--- config.mk ---
export PLATFORM = sky130hd
export DESIGN_NAME = ice51_uart_loader
export DESIGN_NICKNAME = d
export VERILOG_FILES = /design/src/rtl/ice51_uart_loader.sv
export SDC_FILE = /design/constraint.sdc
export NUM_CORES = 1
export LEC_CHECK = 0
export CAP_MARGIN = 15
export CORE_MARGIN = 2
export CORE_UTILIZATION = 59
export DETAILED_ROUTE_END_ITERATION = 16
export GPL_TIMING_DRIVEN = 0
export PLACE_DENSITY = 0.84
export SETUP_SLACK_MARGIN = 0.2
export SYNTH_ARGS = -nofsm -noshare
export SYNTH_HDL_FRONTEND = slang
export SYNTH_SLANG_ARGS = --single-unit
--- constraint.sdc ---
create_clock -name i_clk -period 4.2 [get_ports i_clk]
set_input_delay 0.84 -clock i_clk [delete_from_list [all_inputs] [get_ports i_clk]]
set_output_delay 0.84 -clock i_clk [all_outputs]
set_load 0.05 [all_outputs]
--- src/rtl/ice51_uart_loader.sv ---
// ice51_uart_loader: serial boot loader for the ice51 core.
// Receives 8N1 UART bytes and writes them sequentially into code memory
// starting at address 0. o_load_done holds the CPU off until MEM_SIZE bytes
// have been written.
// Build option: ICE51_LOADER_PRELOAD_EN removes the receiver for simulation
// with a preloaded code memory; o_load_done then rises straight out of reset.
module ice51_uart_loader #(
  parameter int CLK_PER_BIT = 104,
  parameter int MEM_SIZE    = 1024,
  parameter int ADDR_W      = 10
) (
  input  logic              i_clk,
  input  logic              i_nrst,
  input  logic              i_uart_rx,
  output logic              o_wr_en,
  output logic [ADDR_W-1:0] o_wr_addr,
  output logic [7:0]        o_wr_data,
  output logic              o_load_done,
  output logic              o_frame_err
);

`ifdef ICE51_LOADER_PRELOAD_EN

  logic done_q;

  // Code memory is already populated, so loading completes on leaving reset.
  always_ff @(posedge i_clk) begin
    if (!i_nrst) done_q <= 1'b0;
    else         done_q <= 1'b1;
  end

  assign o_wr_en     = 1'b0;
  assign o_wr_addr   = '0;
  assign o_wr_data   = '0;
  assign o_frame_err = 1'b0;
  assign o_load_done = done_q;

`else

  localparam int CNT_W = (CLK_PER_BIT > 2) ? $clog2(CLK_PER_BIT) : 1;
  localparam logic [CNT_W-1:0]  HALF_LAST = CNT_W'(CLK_PER_BIT / 2 - 1);
  localparam logic [CNT_W-1:0]  BIT_LAST  = CNT_W'(CLK_PER_BIT - 1);
  localparam logic [ADDR_W-1:0] ADDR_LAST = ADDR_W'(MEM_SIZE - 1);

  typedef enum logic [2:0] {
    S_IDLE,
    S_START,
    S_DATA,
    S_STOP,
    S_FLUSH,
    S_DONE
  } state_t;

  state_t            state_q, state_d;
  logic              rx_meta, rx_s;
  logic [CNT_W-1:0]  clk_cnt_q;
  logic [2:0]        bit_cnt_q;
  logic [7:0]        shift_q;
  logic [ADDR_W-1:0] wr_cnt_q;
  logic              load_done_q;

  // Control strobes from the FSM to the datapath.
  logic cnt_clr, cnt_inc, bit_clr, bit_inc, shift_en, wr_fire, err_fire;

  // Two-flop synchronizer for the asynchronous pin; idles high out of reset.
  always_ff @(posedge i_clk) begin
    // NOTE: sequential state uses non-blocking assignments so every flop
    // samples pre-edge values regardless of statement order.
    if (!i_nrst) begin
      rx_meta <= 1'b1;
      rx_s    <= 1'b1;
    end else begin
      rx_meta <= i_uart_rx;
      rx_s    <= rx_meta;
    end
  end

  // FSM state register.
  always_ff @(posedge i_clk) begin
    if (!i_nrst) state_q <= S_IDLE;
    else         state_q <= state_d;
  end

  // Next-state logic and datapath control strobes.
  always_comb begin
    // NOTE: every output of this block gets a default first so no path
    // leaves a signal unassigned, which would infer a latch.
    state_d  = state_q;
    cnt_clr  = 1'b0;
    cnt_inc  = 1'b0;
    bit_clr  = 1'b0;
    bit_inc  = 1'b0;
    shift_en = 1'b0;
    wr_fire  = 1'b0;
    err_fire = 1'b0;

    unique case (state_q)
      S_IDLE: begin
        cnt_clr = 1'b1;
        bit_clr = 1'b1;
        if (!rx_s) state_d = S_START;
      end

      // Re-check the line in the middle of the start bit to reject glitches.
      S_START: begin
        if (clk_cnt_q == HALF_LAST) begin
          cnt_clr = 1'b1;
          state_d = rx_s ? S_IDLE : S_DATA;
        end else begin
          cnt_inc = 1'b1;
        end
      end

      S_DATA: begin
        if (clk_cnt_q == BIT_LAST) begin
          cnt_clr  = 1'b1;
          shift_en = 1'b1;
          bit_inc  = 1'b1;
          if (bit_cnt_q == 3'd7) state_d = S_STOP;
        end else begin
          cnt_inc = 1'b1;
        end
      end

      S_STOP: begin
        if (clk_cnt_q == BIT_LAST) begin
          cnt_clr = 1'b1;
          if (rx_s) begin
            wr_fire = 1'b1;
            state_d = (wr_cnt_q == ADDR_LAST) ? S_DONE : S_IDLE;
          end else begin
            err_fire = 1'b1;
            state_d  = S_FLUSH;
          end
        end else begin
          cnt_inc = 1'b1;
        end
      end

      // A held-low line (break) must return high before a new frame counts.
      S_FLUSH: begin
        if (rx_s) state_d = S_IDLE;
      end

      S_DONE: begin
        state_d = S_DONE;
      end

      default: state_d = S_IDLE;
    endcase
  end

  // Bit timing, shift register, write port and completion flag.
  always_ff @(posedge i_clk) begin
    // NOTE: the shift register is reset along with the rest; it is a plain
    // register, not a memory, and the cost is negligible.
    if (!i_nrst) begin
      clk_cnt_q   <= '0;
      bit_cnt_q   <= '0;
      shift_q     <= '0;
      wr_cnt_q    <= '0;
      load_done_q <= 1'b0;
      o_wr_en     <= 1'b0;
      o_wr_addr   <= '0;
      o_wr_data   <= '0;
      o_frame_err <= 1'b0;
    end else begin
      if (cnt_clr)      clk_cnt_q <= '0;
      else if (cnt_inc) clk_cnt_q <= clk_cnt_q + 1'b1;

      if (bit_clr)      bit_cnt_q <= '0;
      else if (bit_inc) bit_cnt_q <= bit_cnt_q + 1'b1;

      // UART sends LSB first, so new bits enter at the top.
      if (shift_en) shift_q <= {rx_s, shift_q[7:1]};

      o_wr_en     <= wr_fire;
      o_frame_err <= err_fire;

      // Address and data hold their last value between strobes.
      if (wr_fire) begin
        o_wr_addr <= wr_cnt_q;
        o_wr_data <= shift_q;
        wr_cnt_q  <= wr_cnt_q + 1'b1;
      end

      if (state_q == S_DONE) load_done_q <= 1'b1;
    end
  end

  assign o_load_done = load_done_q;

`endif

endmodule

==> reports/results.ini, run 1 <==
[status]
status=completed

[pwr]
ir_drop_mv=0.288
internal_power_w=0.000703
p_switching_w=0.000197
p_sw_frac=0.219
clkPwrFrac=0.400
seq_power_share=0.572
combPwrFrac=0.027
powerDensity_nw_per_um2=340
power.leakage_nw=1.01

[detailed_routing]
wl_um=4570
drc=0
drtAntennaViolNets=0
drtIter0Drc=119
via_per_inst=5.73
vias=1966
wire_per_inst_um=13.3
dr.pass1.iters=4

[timing]
report.final.slew_viol_count=0
finalSetupViolCount=0
setup_tns_ps=0
clock_skew_ps=7.04
slew-limit-headroom=0.645
finalCriticalPeriod_ps=2310
finalHoldViolCount=0
finalCritPeriodShare=0.551
rsz0062_at_grt=false
worstMarginPinSlew_ps=533
clock.fmax_ghz=0.432

[critical_path]
cp_slowest_stage_delay_ps=810
crit_chain=clkdlybuf4s50_1
crit-reg2reg-launch=clk_cnt_q[0]$_SDFFE_PP0P_
rrSetupSlack_ps=2170
path_delay_family=buffers and inverters
worstPathArrival_ps=1470
cp-end-kind=output pin
reg2reg_depth=7
critPathBufInv=1
worstSetupPathType=reg2out
rr_endpoint=bit_cnt_q[1]$_SDFFE_PP0P_
crit_path_start_kind=flip-flop
required_ps=3360
critPathMaxFanout=2
cp_slowest_cell=clkdlybuf4s50_1

[synth]
synth_top_area_cell=dfxtp_1
avgSynthCellArea_um2=8.48
synth_area_um2=2240
synth_seq_cells=54
yosysTopAreaCellShare=0.483
synthCells=264
ys_seq_area_frac=0.483
synth_warnings=0
ys_top_cells_by_area=dfxtp_1 (48%), nand2_1 (8.6%), a21oi_1 (6.0%)
synth_edf_count=0
yosysUniqueCellTypes=38
ys.flop_type=dfxtp_1
async_flop_share=0
synth_fp_nets=271

[grt]
antenna_found_initial=0
grt_max_degree=19
grt_pass1_wl_um=7950
first_global_vias=1790
gr-total-overflow=0
grtUsageTotal=0.238

[cells_and_area]
final_cell_area_um2=2650
areaGrowthSynthToFinish_pct=18.2
diodes=0
nNetsFinal=301
drive_above_1_share=0.0576

[cts]
cts_buffer_depth=2
numCtsBuffers=5
cts_tree=built
post_cts_buffers=0
clkSlewWorstSetupHoldPaths_ps=100
clock_latency_ps=310
cts_hold_buffers=0
clock_sinks=54
cts-resized-gates=0
cts.htree.levels=2
cts-root-buf=clkbuf_8

[floorplanning]
die_area_um2=4300
rows=22
pin_count=24
core_um2=3660
die_h_um=65.6
die_w_um=65.6
start_util=0.611

[placed_design]
portBuffers=23
placed_cell_area_um2=2530
hpwl_um=3130
gp_congestion=0.864

[hold_path]
holdPathEnd=rx_s$_SDFF_PN1_
hold_path_depth=1
hp-class=reg2reg
worstHoldStart=rx_meta$_SDFF_PN1_

[run]
cap_violations=0

placed cells by master (no fill, tap or decap), types with 2 or more instances in the layout:
cell type | Yosys | final
a21oi_1 | 27 | 27
o31ai_1 | 3 | 3
nor2_1 | 22 | 22
and4b_1 | 2 | 2
o21ai_0 | 10 | 10
a21o_1 | 2 | 2
nand2_1 | 51 | 51
nand4_1 | 6 | 6
nand3_1 | 16 | 16
clkdlybuf4s50_1 | 0 | 23
clkbuf_1 | 10 | 10
xor2_1 | 5 | 5
inv_1 | 2 | 2
mux2i_1 | 10 | 10
or4_1 | 4 | 4
clkbuf_8 | 0 | 5
xnor2_1 | 3 | 3
and3_1 | 3 | 3
or3_1 | 3 | 3
nor3_1 | 5 | 5
ha_1 | 4 | 4
buf_2 | 4 | 4
dfxtp_1 | 54 | 54
nand2b_1 | 2 | 2
per-stage QoR:
step | util | hold slack, ps | total power (W) | std cells | worst slack (ps)
2_1_floorplan | - | 386 | 0.000543 | 264 | 2460
3_3_place_gp | 0.691 | 391 | 0.000551 | 335 | 2000
3_5_place_dp | 0.691 | 396 | 0.000551 | 335 | 1970
4_1_cts | 0.723 | 421 | 0.000902 | 343 | 1880
5_1_grt | 0.723 | 447 | 0.000929 | 343 | 1830
6_report | 0.723 | 419 | 0.000900 | 343 | 1890
kinds of logic (layout without fill, tap and decap cells):
group,after synthesis,after routing,synth area share
and+or+nand+nor,121,121,0.257
DFF,54,54,0.483
AOI/OAI and AO/OA,48,48,0.124
buffers and inverters,19,50,0.0380
muxes,10,10,0.0447
xor gates and xnor gates,8,8,0.0313
adders and majority gates,4,4,0.0224
power by group through the flow:
| stage | logic, W | clock network (W) | registers, W |
|---|---|---|---|
| global route | 0.0000278 | 0.000385 | 0.000516 |
| detailed placement | 0.0000238 | 0 | 0.000527 |
| global placement | 0.0000239 | 0 | 0.000527 |
| finish | 0.0000246 | 0.000360 | 0.000515 |
| CTS | 0.0000242 | 0.000363 | 0.000515 |
| floorplan | 0.0000162 | 0 | 0.000526 |
layout make-up:
class / count / area (µm²)
Buffer: 16 / 73.8
Clock buffer: 5 / 68.8
Clock inverter: 3 / 48.8
Fill cell: 280 / 1010
Inverter: 3 / 11.3
Multi-Input combinational cell: 191 / 1070
Sequential cell: 54 / 1080
Tap cell: 48 / 60.1
Timing Repair Buffer: 23 / 230
metal layers:
layer / global-route usage / vias to the layer above / routed length, µm / part of all wire
met2: 0.360 / 66 / 2050 / 0.45
met3: 0.0548 / 9 / 235 / 0.051
li1: - / 972 / - / -
met5: 0 / - / 0 / 0
met4: 0.107 / 0 / 97 / 0.021
met1: 0.326 / 919 / 2190 / 0.48
worst max path at each step:
stage | startpoint | endpoint | slack, ps | depth (start not counted)
6_report | o_wr_data[1]$_SDFFE_PN0P_ | o_wr_data[1] | 1890 | 1
5_1_grt | o_wr_data[1]$_SDFFE_PN0P_ | o_wr_data[1] | 1830 | 1
4_1_cts | o_wr_data[1]$_SDFFE_PN0P_ | o_wr_data[1] | 1880 | 1
3_5_place_dp | i_nrst | clk_cnt_q[4]$_SDFFE_PP0P_ | 1970 | 4
3_3_place_gp | i_nrst | clk_cnt_q[4]$_SDFFE_PP0P_ | 2000 | 4
2_1_floorplan | clk_cnt_q[0]$_SDFFE_PP0P_ | bit_cnt_q[1]$_SDFFE_PP0P_ | 2460 | 7
flip-flops by register name, indices dropped and copies added, names as in the netlist:
name,cells
rx_s,1
wr_cnt_q,10
o_wr_data,8
rx_meta,1
o_wr_en,1
o_wr_addr,10
o_frame_err,1
o_load_done,1
clk_cnt_q,7
bit_cnt_q,3
shift_q,8
state_q,3
cell usage after synthesis, drive strengths merged, types with 3 or more instances:
master and n:
nand4 6, xnor2 3, buf 5, ha 4, dfxtp 54, xor2 5, and3 3, a21oi 27
nand2 51, clkbuf 11, or3 4, nand3 16, nor3 5, nor2 22, o31ai 3, or4 4
o21ai 10, mux2i 10
(Power assumes the default switching activity.)
==> inputs of run 2 (changes only) <==
- CORE_UTILIZATION: 59 -> 50
- PLACE_DENSITY: 0.84 -> 0.76
- clock period: 4.2 -> 1.89 ns (I/O delays scaled with it)
==> reports/results.ini, run 2 (synthesized netlist as in run 1, its figures left out) <==
[status]
status=completed

[cts]
numCtsBuffers=5
cts-root-buf=clkbuf_8
clock_latency_ps=310
cts_tree=built
cts_buffer_depth=2
clock_sinks=54
cts.htree.levels=2
clkSlewWorstSetupHoldPaths_ps=100

[timing]
report.final.slew_viol_count=0
worstMarginPinSlew_ps=512
finalCriticalPeriod_ps=1810
finalHoldViolCount=0
slew-limit-headroom=0.658
rsz0062_at_grt=true
clock_skew_ps=9.06
setup_tns_ps=0
clock.fmax_ghz=0.552
finalSetupViolCount=0
finalCritPeriodShare=0.958

[grt]
grtUsageTotal=0.209
first_global_vias=1847
grt_max_degree=18
grt_pass1_wl_um=8490
antenna_found_initial=0
gr-total-overflow=0

[critical_path]
crit_path_start_kind=flip-flop
cp_slowest_cell=dfxtp_4
worstSetupPathType=reg2reg
crit_top_cell=buf_6
rr_endpoint=state_q[0]$_SDFFE_PN0P_
crit-reg2reg-launch=clk_cnt_q[1]$_SDFFE_PP0P_
required_ps=2090
cp-end-kind=flip-flop
crit_chain=ha_4, and4b_2, nand3_2, buf_4, buf_6, buf_4, buf_6, buf_6, buf_6, o21ai_2, o21ai_1
reg2reg_depth=11
cp_slowest_stage_delay_ps=370
critPathLaunch=clk_cnt_q[1]$_SDFFE_PP0P_
critPathMaxFanout=5
worstPathArrival_ps=2010
rrSetupSlack_ps=80

[pwr]
powerDensity_nw_per_um2=693
clkPwrFrac=0.408
combPwrFrac=0.029
p_total_w=0.00203
seq_power_share=0.563
ir_drop_mv=0.539
p_sw_frac=0.215
internal_power_w=0.00159
power.leakage_nw=1.25
p_switching_w=0.000436

[detailed_routing]
wl_um=5230
wire_per_inst_um=14.4
drc=0
drtAntennaViolNets=0
dr.pass1.iters=4
drtIter0Drc=173
via_per_inst=5.55
vias=2022

[placed_design]
portBuffers=23
hpwl_um=3180
gp_congestion=0.800

[cells_and_area]
most-common-layout-cells=dfxtp_1 (52), nand2_1 (49), a21oi_1 (25), nor2_1 (21), dlygate4sd2_1 (21)
diodes=0
reg_top3=o_wr_addr (10), wr_cnt_q (10)
final_common_cell=dfxtp_1
final_util=0.677
areaGrowthSynthToFinish_pct=30.9
nNetsFinal=318
drive_above_1_share=0.167
fillerInstances=349

[hold_path]
worstHoldStart=rx_meta$_SDFF_PN1_
hp-class=reg2reg
holdPathEnd=rx_s$_SDFF_PN1_
hold_path_depth=1

[floorplanning]
start_util=0.518
pin_count=24
die_h_um=70.9
die_area_um2=5030
die_w_um=70.9
rows=24
core_um2=4320

[run]
cap_violations=0

run 2: metrics by stage:
stage	instance area [µm²]	setup WS, ps	hold WS [ps]	std cells
6_report	2930	79.7	418	364
5_1_grt	2930	9.75	443	364
4_1_cts	2800	112	420	359
3_5_place_dp	2560	56.6	396	339
3_3_place_gp	2560	95.3	389	339
2_1_floorplan	2260	232	386	264
run 2: critical path, delay by kind of cell, from the launching register on:
family	cells	cell delay, ps
adder cells (fa/ha/maj)	1	130
flip-flops	1	370
buffers and inverters	6	690
AO/OA/AOI/OAI	2	130
AND/OR/NAND/NOR	2	390
run 2: power by group through the flow:
| stage | clock network (W) | logic, W | registers [W] |
|---|---|---|---|
| 2_1_floorplan | 0 | 0.0000362 | 0.00117 |
| 3_3_place_gp | 0 | 0.0000535 | 0.00117 |
| 3_5_place_dp | 0 | 0.0000535 | 0.00117 |
| 4_1_cts | 0.000835 | 0.0000585 | 0.00114 |
| 5_1_grt | 0.000872 | 0.0000668 | 0.00114 |
| 6_report | 0.000828 | 0.0000598 | 0.00114 |
run 2: how the worst max path moves through the flow:
stage                                endpoint  slack [ps]  depth (start not counted)
detailed placement  bit_cnt_q[1]$_SDFFE_PP0P_          60                          7
CTS                   shift_q[3]$_SDFFE_PN0P_         110                          7
global route          shift_q[7]$_SDFFE_PN0P_          10                          7
floorplan           bit_cnt_q[1]$_SDFFE_PP0P_         230                          7
global placement     wr_cnt_q[9]$_SDFFE_PN0P_         100                          7
finish                state_q[0]$_SDFFE_PN0P_          80                         11
run 2: per-layer routing:
metal | vias to the layer above | global-route usage | routed length (µm)
li1 | 1008 | - | -
met1 | 953 | 0.278 | 2320
met2 | 53 | 0.333 | 2560
met3 | 8 | 0.0484 | 285
met4 | 0 | 0.0776 | 59
met5 | - | 0 | 0
run 2: layout make-up:
type                       count  area (µm²)  share of cell area
inverter                       3        11.3             0.00384
multi-input combinational    191        1140               0.389
clock buffer                   6        82.6              0.0282
sequential                    54        1090               0.372
clock inverter                 2        38.8              0.0132
buffer                        16         109              0.0372
tap                           52        65.1              0.0222
timing repair buffer          40         395               0.135
run 2: what timing repair did:
item,in CTS,in global routing
hold buffers,0,0
pin swaps,5,9
gates cloned,1,1
resized for setup,35,27
setup endpoints to repair,64,45
setup buffers,11,4
